### config.mk
export PLATFORM = sky130hd
export DESIGN_NAME = flag_cond_unit
export DESIGN_NICKNAME = d
export VERILOG_FILES = /design/src/rtl/flag_pkg.sv /design/src/rtl/flag_stack.sv /design/src/rtl/flag_cond_unit.sv
export SDC_FILE = /design/constraint.sdc
export NUM_CORES = 1
export LEC_CHECK = 0
export ABC_AREA = 1
export CAP_MARGIN = 20
export CORE_ASPECT_RATIO = 1.4
export CORE_MARGIN = 2
export CORE_UTILIZATION = 45
export CTS_BUF_LIST = sky130_fd_sc_hd__clkbuf_4 sky130_fd_sc_hd__clkbuf_8
export CTS_CLUSTER_DIAMETER = 50
export DETAILED_ROUTE_END_ITERATION = 12
export HOLD_SLACK_MARGIN = 0.03
export MAX_ROUTING_LAYER = met4
export PLACE_DENSITY = 0.76
export SYNTH_ARGS = -nofsm -noshare
export SYNTH_HDL_FRONTEND = slang
export SYNTH_SLANG_ARGS = --single-unit
### constraint.sdc
create_clock -name clk -period 2.63 [get_ports clk]
set_input_delay 0.3945 -clock clk [delete_from_list [all_inputs] [get_ports clk]]
set_output_delay 0.3945 -clock clk [all_outputs]
set_load 0.01 [all_outputs]
### src/rtl/flag_pkg.sv
// Shared definitions for the flag/condition unit: flag bit positions,
// condition-code selectors, FSM encodings and the condition evaluator.
package flag_pkg;

  localparam int unsigned FLG_W  = 5;
  localparam int unsigned COND_W = 4;

  localparam int unsigned FLG_S = 4;
  localparam int unsigned FLG_C = 3;
  localparam int unsigned FLG_Z = 2;
  localparam int unsigned FLG_P = 1;
  localparam int unsigned FLG_V = 0;

  localparam logic [COND_W-1:0] COND_EQ = 4'h0;
  localparam logic [COND_W-1:0] COND_NE = 4'h1;
  localparam logic [COND_W-1:0] COND_CS = 4'h2;
  localparam logic [COND_W-1:0] COND_CC = 4'h3;
  localparam logic [COND_W-1:0] COND_MI = 4'h4;
  localparam logic [COND_W-1:0] COND_PL = 4'h5;
  localparam logic [COND_W-1:0] COND_VS = 4'h6;
  localparam logic [COND_W-1:0] COND_VC = 4'h7;
  localparam logic [COND_W-1:0] COND_HI = 4'h8;
  localparam logic [COND_W-1:0] COND_LS = 4'h9;
  localparam logic [COND_W-1:0] COND_GE = 4'hA;
  localparam logic [COND_W-1:0] COND_LT = 4'hB;
  localparam logic [COND_W-1:0] COND_GT = 4'hC;
  localparam logic [COND_W-1:0] COND_LE = 4'hD;
  localparam logic [COND_W-1:0] COND_PE = 4'hE;
  localparam logic [COND_W-1:0] COND_AL = 4'hF;

  typedef enum logic {
    IDLE = 1'b0,
    EVAL = 1'b1
  } state_e;

  // Evaluate one condition code against a flag word {S,C,Z,P,V}.
  function automatic logic cond_eval(input logic [COND_W-1:0] code,
                                     input logic [FLG_W-1:0]  f);
    logic s, c, z, p, v, r;
    s = f[FLG_S];
    c = f[FLG_C];
    z = f[FLG_Z];
    p = f[FLG_P];
    v = f[FLG_V];
    case (code)
      COND_EQ: r = z;
      COND_NE: r = ~z;
      COND_CS: r = c;
      COND_CC: r = ~c;
      COND_MI: r = s;
      COND_PL: r = ~s;
      COND_VS: r = v;
      COND_VC: r = ~v;
      COND_HI: r = c & ~z;
      COND_LS: r = ~c | z;
      COND_GE: r = s ~^ v;
      COND_LT: r = s ^ v;
      COND_GT: r = ~z & (s ~^ v);
      COND_LE: r = z | (s ^ v);
      COND_PE: r = p;
      default: r = 1'b1;
    endcase
    return r;
  endfunction

endpackage

### src/rtl/flag_stack.sv
// LIFO save/restore stack for the flag register, with full/empty status
// and a one-cycle error pulse on illegal or conflicting operations.
module flag_stack
  import flag_pkg::*;
#(
  parameter int unsigned STK_DEPTH = 4,
  parameter int unsigned SP_W      = 2
) (
  input  logic             clk,
  input  logic             rst,
  input  logic             push,
  input  logic             pop,
  input  logic [FLG_W-1:0] f_in,
  output logic             pop_ok_c,
  output logic [FLG_W-1:0] top_c,
  output logic             full,
  output logic             empty,
  output logic             err
);

  localparam int unsigned SPW1 = SP_W + 1;

  logic [FLG_W-1:0] mem_q [STK_DEPTH];
  logic [FLG_W-1:0] mem_d [STK_DEPTH];
  logic [SPW1-1:0]  sp_q, sp_d;
  logic             full_q, full_d;
  logic             empty_q, empty_d;
  logic             err_q, err_d;
  logic             push_ok;
  logic [SP_W-1:0]  wr_idx;
  logic [SP_W-1:0]  rd_idx;

  assign wr_idx   = sp_q[SP_W-1:0];
  assign rd_idx   = SP_W'(sp_q - SPW1'(1));
  assign push_ok  = push & ~pop & ~full_q;
  assign pop_ok_c = pop & ~push & ~empty_q;
  assign top_c    = mem_q[rd_idx];

  always_comb begin
    mem_d = mem_q;
    sp_d  = sp_q;
    if (push_ok) begin
      mem_d[wr_idx] = f_in;
      sp_d          = sp_q + SPW1'(1);
    end else if (pop_ok_c) begin
      sp_d = sp_q - SPW1'(1);
    end
    full_d  = (sp_d == SPW1'(STK_DEPTH));
    empty_d = (sp_d == '0);
    err_d   = (push & pop) | (push & ~pop & full_q) | (pop & ~push & empty_q);
  end

  always_ff @(posedge clk or posedge rst) begin
    if (rst) begin
      for (int i = 0; i < int'(STK_DEPTH); i++) mem_q[i] <= '0;
      sp_q    <= '0;
      full_q  <= 1'b0;
      empty_q <= 1'b1;
      err_q   <= 1'b0;
    end else begin
      mem_q   <= mem_d;
      sp_q    <= sp_d;
      full_q  <= full_d;
      empty_q <= empty_d;
      err_q   <= err_d;
    end
  end

  assign full  = full_q;
  assign empty = empty_q;
  assign err   = err_q;

endmodule

### src/rtl/flag_cond_unit.sv
// Flag status register with save/restore stack and a two-state condition
// evaluator producing a registered take result one cycle after acceptance.
module flag_cond_unit
  import flag_pkg::*;
#(
  parameter int unsigned STK_DEPTH = 4,
  parameter int unsigned SP_W      = 2
) (
  input  logic              clk,
  input  logic              rst,
  input  logic              flg_we,
  input  logic              sign_in,
  input  logic              carry_in,
  input  logic              zero_in,
  input  logic              parity_in,
  input  logic              overflow_in,
  input  logic              push,
  input  logic              pop,
  input  logic              cond_valid,
  input  logic [COND_W-1:0] cond_code,
  output logic              cond_ready,
  output logic              take_valid,
  output logic              take,
  output logic [FLG_W-1:0]  flags_out,
  output logic              stk_full,
  output logic              stk_empty,
  output logic              stk_err
);

  logic [FLG_W-1:0] f_q, f_d;
  state_e           state_q, state_d;
  logic             take_q, take_d;
  logic             take_valid_q, take_valid_d;
  logic             accept_c;
  logic             pop_ok_c;
  logic [FLG_W-1:0] top_c;

  flag_stack #(
    .STK_DEPTH(STK_DEPTH),
    .SP_W     (SP_W)
  ) u_stack (
    .clk     (clk),
    .rst     (rst),
    .push    (push),
    .pop     (pop),
    .f_in    (f_q),
    .pop_ok_c(pop_ok_c),
    .top_c   (top_c),
    .full    (stk_full),
    .empty   (stk_empty),
    .err     (stk_err)
  );

  // Restore from stack outranks a fresh ALU load.
  always_comb begin
    f_d = f_q;
    if (pop_ok_c) f_d = top_c;
    else if (flg_we) f_d = {sign_in, carry_in, zero_in, parity_in, overflow_in};
  end

  // Result uses F before this edge's update, so same-cycle flg_we is not seen.
  always_comb begin
    state_d      = state_q;
    take_d       = take_q;
    take_valid_d = 1'b0;
    accept_c     = cond_valid & (state_q == IDLE);
    case (state_q)
      IDLE: begin
        if (accept_c) begin
          state_d      = EVAL;
          take_d       = cond_eval(cond_code, f_q);
          take_valid_d = 1'b1;
        end
      end
      default: state_d = IDLE;
    endcase
  end

  always_ff @(posedge clk or posedge rst) begin
    if (rst) begin
      f_q          <= '0;
      state_q      <= IDLE;
      take_q       <= 1'b0;
      take_valid_q <= 1'b0;
    end else begin
      f_q          <= f_d;
      state_q      <= state_d;
      take_q       <= take_d;
      take_valid_q <= take_valid_d;
    end
  end

  assign cond_ready = (state_q == IDLE);
  assign take_valid = take_valid_q;
  assign take       = take_q;
  assign flags_out  = f_q;

endmodule

==> flow_summary.toml <==
[synthesis]
yosysSeqAreaShare = 0.480
ys_top_cells_by_count = "52 x nand2_1, 35 x o21ai_0, 32 x dfrtp_1"
synthFlopType = "dfrtp_1"
synth_cell_types = 23
synthCells = 215
synth_largest_area_cell = "dfrtp_1"
synth-async-reset-ratio = 1.00
synth_top_cell_area_share = 0.465
synth.most_common_cell = "nand2_1"
syn-num-nets = 235
yosys_warnings = 0
syn_avg_cell_area_um2 = 8.01
synth_area_leaders = "dfrtp_1 46%, nand2_1 11%, o21ai_0 10%"
synth-seq-cells = 33
synth_edf_count = 0
synth_area_mm2 = 0.00172

[detailed_routing]
drt_iter0_drc = 91
wire_per_inst_um = 13.5
top_layer = "met4"
wl_mm = 3.88
wl_met1_mm = 1.66
dr_total_vias = 1487
vias_per_cell = 5.18
met3_length_um = 150
postRouteAntennaNets = 0
met2_length_mm = 1.97
drt_pass1_iterations = 4
drc = 0

[floorplanning]
die_h_um = 77.2
dieArea_mm2 = 0.00435
initial_utilization = 0.469
die_width_um = 56.3
io_pins = 26
fp.coreArea_mm2 = 0.00368
rows = 26

[clocking]
clk_pin_slew_ns = 0.06
cts_made_buffers = 5
cts_buffer_depth = 2
ctsHoldBuffers = 0
post-cts-setup-buffer-count = 0
cts_root_buf = "clkbuf_8"
cts_sinks = 33
clock_latency_ns = 0.28
cts_tree = "yes"
htree_levels = 2
post_cts_resized = 0

[pwr]
totalPowerFinal_w = 0.00209
ir_drop_v = 0.000797
leakagePower_nw = 1.04
power_density_mw_per_mm2 = 995

[place]
dp_hpwl_mm = 2.93
dp_slack_ns = 0.751
gp_congestion = 0.918
io_buffer_count = 25
dp_cells = 279
place_area_mm2 = 0.00201

[global_route]
grt_pass1_vias = 1478
antenna_found_initial = 0
grtUsageTotal = 0.213
grt_max_degree = 34
grt_pass1_wl_mm = 6.95
overflow = 0

[flow_run]
maxCapViolCount = 0

[sta]
hold_viol = 0
setup_tns_ns = 0
max_freq_mhz = 512
worst_pin_slew_ns = 0.403
slew_headroom = 0.731
finalSetupViolCount = 0
min_period_ns = 1.95
period_share = 0.742
maxSlewViolCount = 0
rsz0062_at_grt = "false"
final.setup.worst_slack_ns = 0.678
finClkSkew_ns = 0.00353

[critical_path]
crit_chain = "inv_1, ha_1, inv_1, o21ai_0, o22ai_1, o21bai_1, o21ai_0"
setup.worst_path.end_class = "flop"
startpoint_type = "flop"
crit_required_ns = 2.78
cp.arrival_ns = 2.10
criticalPathCategory = "flop to flop"
max_stage_delay_ns = 0.54
path_max_fanout = 14
critical_path_buf_inv_count = 2
critPathSlowestCell = "dfrtp_1"
critical-path-top-delay-family = "flip-flops"

[layout]
syn_to_final_growth_pct = 22.1
fillCellCount = 338
design_area_mm2 = 0.00210
final_cell_count_no_fill = 287
num-nets-final = 264
drive_gt1_frac = 0.0816
antenna_cells = 0

[run_status]
status = "complete, no violations"

[worst_hold_path]
hold_path.class = "flop to flop"
[metrics by stage]
| step | util | hold slack, ns |
|---|---|---|
| floorplan | - | 0.448 |
| finish | 0.572 | 0.492 |
| detailed placement | 0.548 | 0.477 |
| global route | 0.572 | 0.505 |
| global placement | 0.548 | 0.475 |
| CTS | 0.572 | 0.488 |
[routing by layer]
layer  up-vias  track usage
li1        753            -
met3         8       0.0354
met2        39        0.345
met1       687        0.261
met4         0       0.0905
met5         -            -
[sequential cells by signal, indices dropped and copies added, names as in the netlist]
register and cells:
u_stack.sp_q 3, take_valid 1, u_stack.full 1, u_stack.err 1, flags_out 5, u_stack.empty 1, take 1, u_stack.mem_q 20
[path summary, 6_finish.rpt]
kind / startpoint / end / slack, ns / cells past startpoint
max: u_stack.sp_q[0]$_DFF_PP0_ / flags_out[4]$_DFFE_PP0P_ / 0.68 / 7
min: u_stack.mem_q[9]$_DFFE_PP0P_ / u_stack.mem_q[9]$_DFFE_PP0P_ / 0.49 / 2
max reg2reg: u_stack.sp_q[0]$_DFF_PP0_ / flags_out[4]$_DFFE_PP0P_ / 0.68 / 7
min reg2reg: u_stack.mem_q[9]$_DFFE_PP0P_ / u_stack.mem_q[9]$_DFFE_PP0P_ / 0.49 / 2
max in group asynchronous: rst / u_stack.empty$_DFF_PP1_ / 1.81 / 3
min in group asynchronous: rst / u_stack.mem_q[4]$_DFFE_PP0P_ / 0.50 / 3
[final cells by class]
class | instances | area, um2 | area share
clock buffers | 8 | 91.3 | 0.0434
multi-input cells | 157 | 797 | 0.379
flip-flops and latches | 33 | 827 | 0.393
well taps | 42 | 52.6 | 0.0250
inverters | 21 | 78.8 | 0.0375
repair buffers | 26 | 258 | 0.122
[cells by family after synthesis]
family	synth area share
AO/OA/AOI/OAI	0.163
XOR/XNOR	0.0145
adder cells (fa/ha/maj)	0.0363
buffers and inverters	0.0574
flip-flops	0.480
AND/OR/NAND/NOR	0.248
[power by group]
part           switching, W  internal (W)  total (W)  leakage, nW
combinational      0.000493      0.000347   0.000840        0.582
clock              0.000164      0.000218   0.000382       0.0498
sequential         0.000158      0.000714   0.000872        0.407
[cell usage in the layout (no fill, tap or decap)]
| cell type | instances |
|---|---|
| ha_1 | 5 |
| nand3_1 | 10 |
| nand2_4 | 2 |
| nor3_1 | 2 |
| xor2_2 | 1 |
| o21bai_1 | 4 |
| nor2_2 | 1 |
| inv_2 | 2 |
| o21ai_0 | 35 |
| nor2_1 | 23 |
| o22ai_1 | 5 |
| clkdlybuf4s50_1 | 25 |
| inv_1 | 19 |
| buf_4 | 1 |
| clkbuf_4 | 3 |
| nand2_1 | 52 |
| and2_1 | 1 |
| or2_2 | 1 |
| nand3b_4 | 1 |
| nand2_2 | 2 |
| nand4_1 | 2 |
| a21oi_1 | 9 |
| dfstp_2 | 1 |
| clkbuf_8 | 5 |
| dfrtp_1 | 32 |
| xor2_1 | 1 |
[worst reg2reg max path, cell delays in order, from the launching register on]
cell and delay [ns]:
dfrtp_1 0.54, inv_1 0.28, ha_1 0.43, inv_1 0.13, o21ai_0 0.12, o22ai_1 0.11
o21bai_1 0.12, o21ai_0 0.09
(Power assumes the default switching activity.)
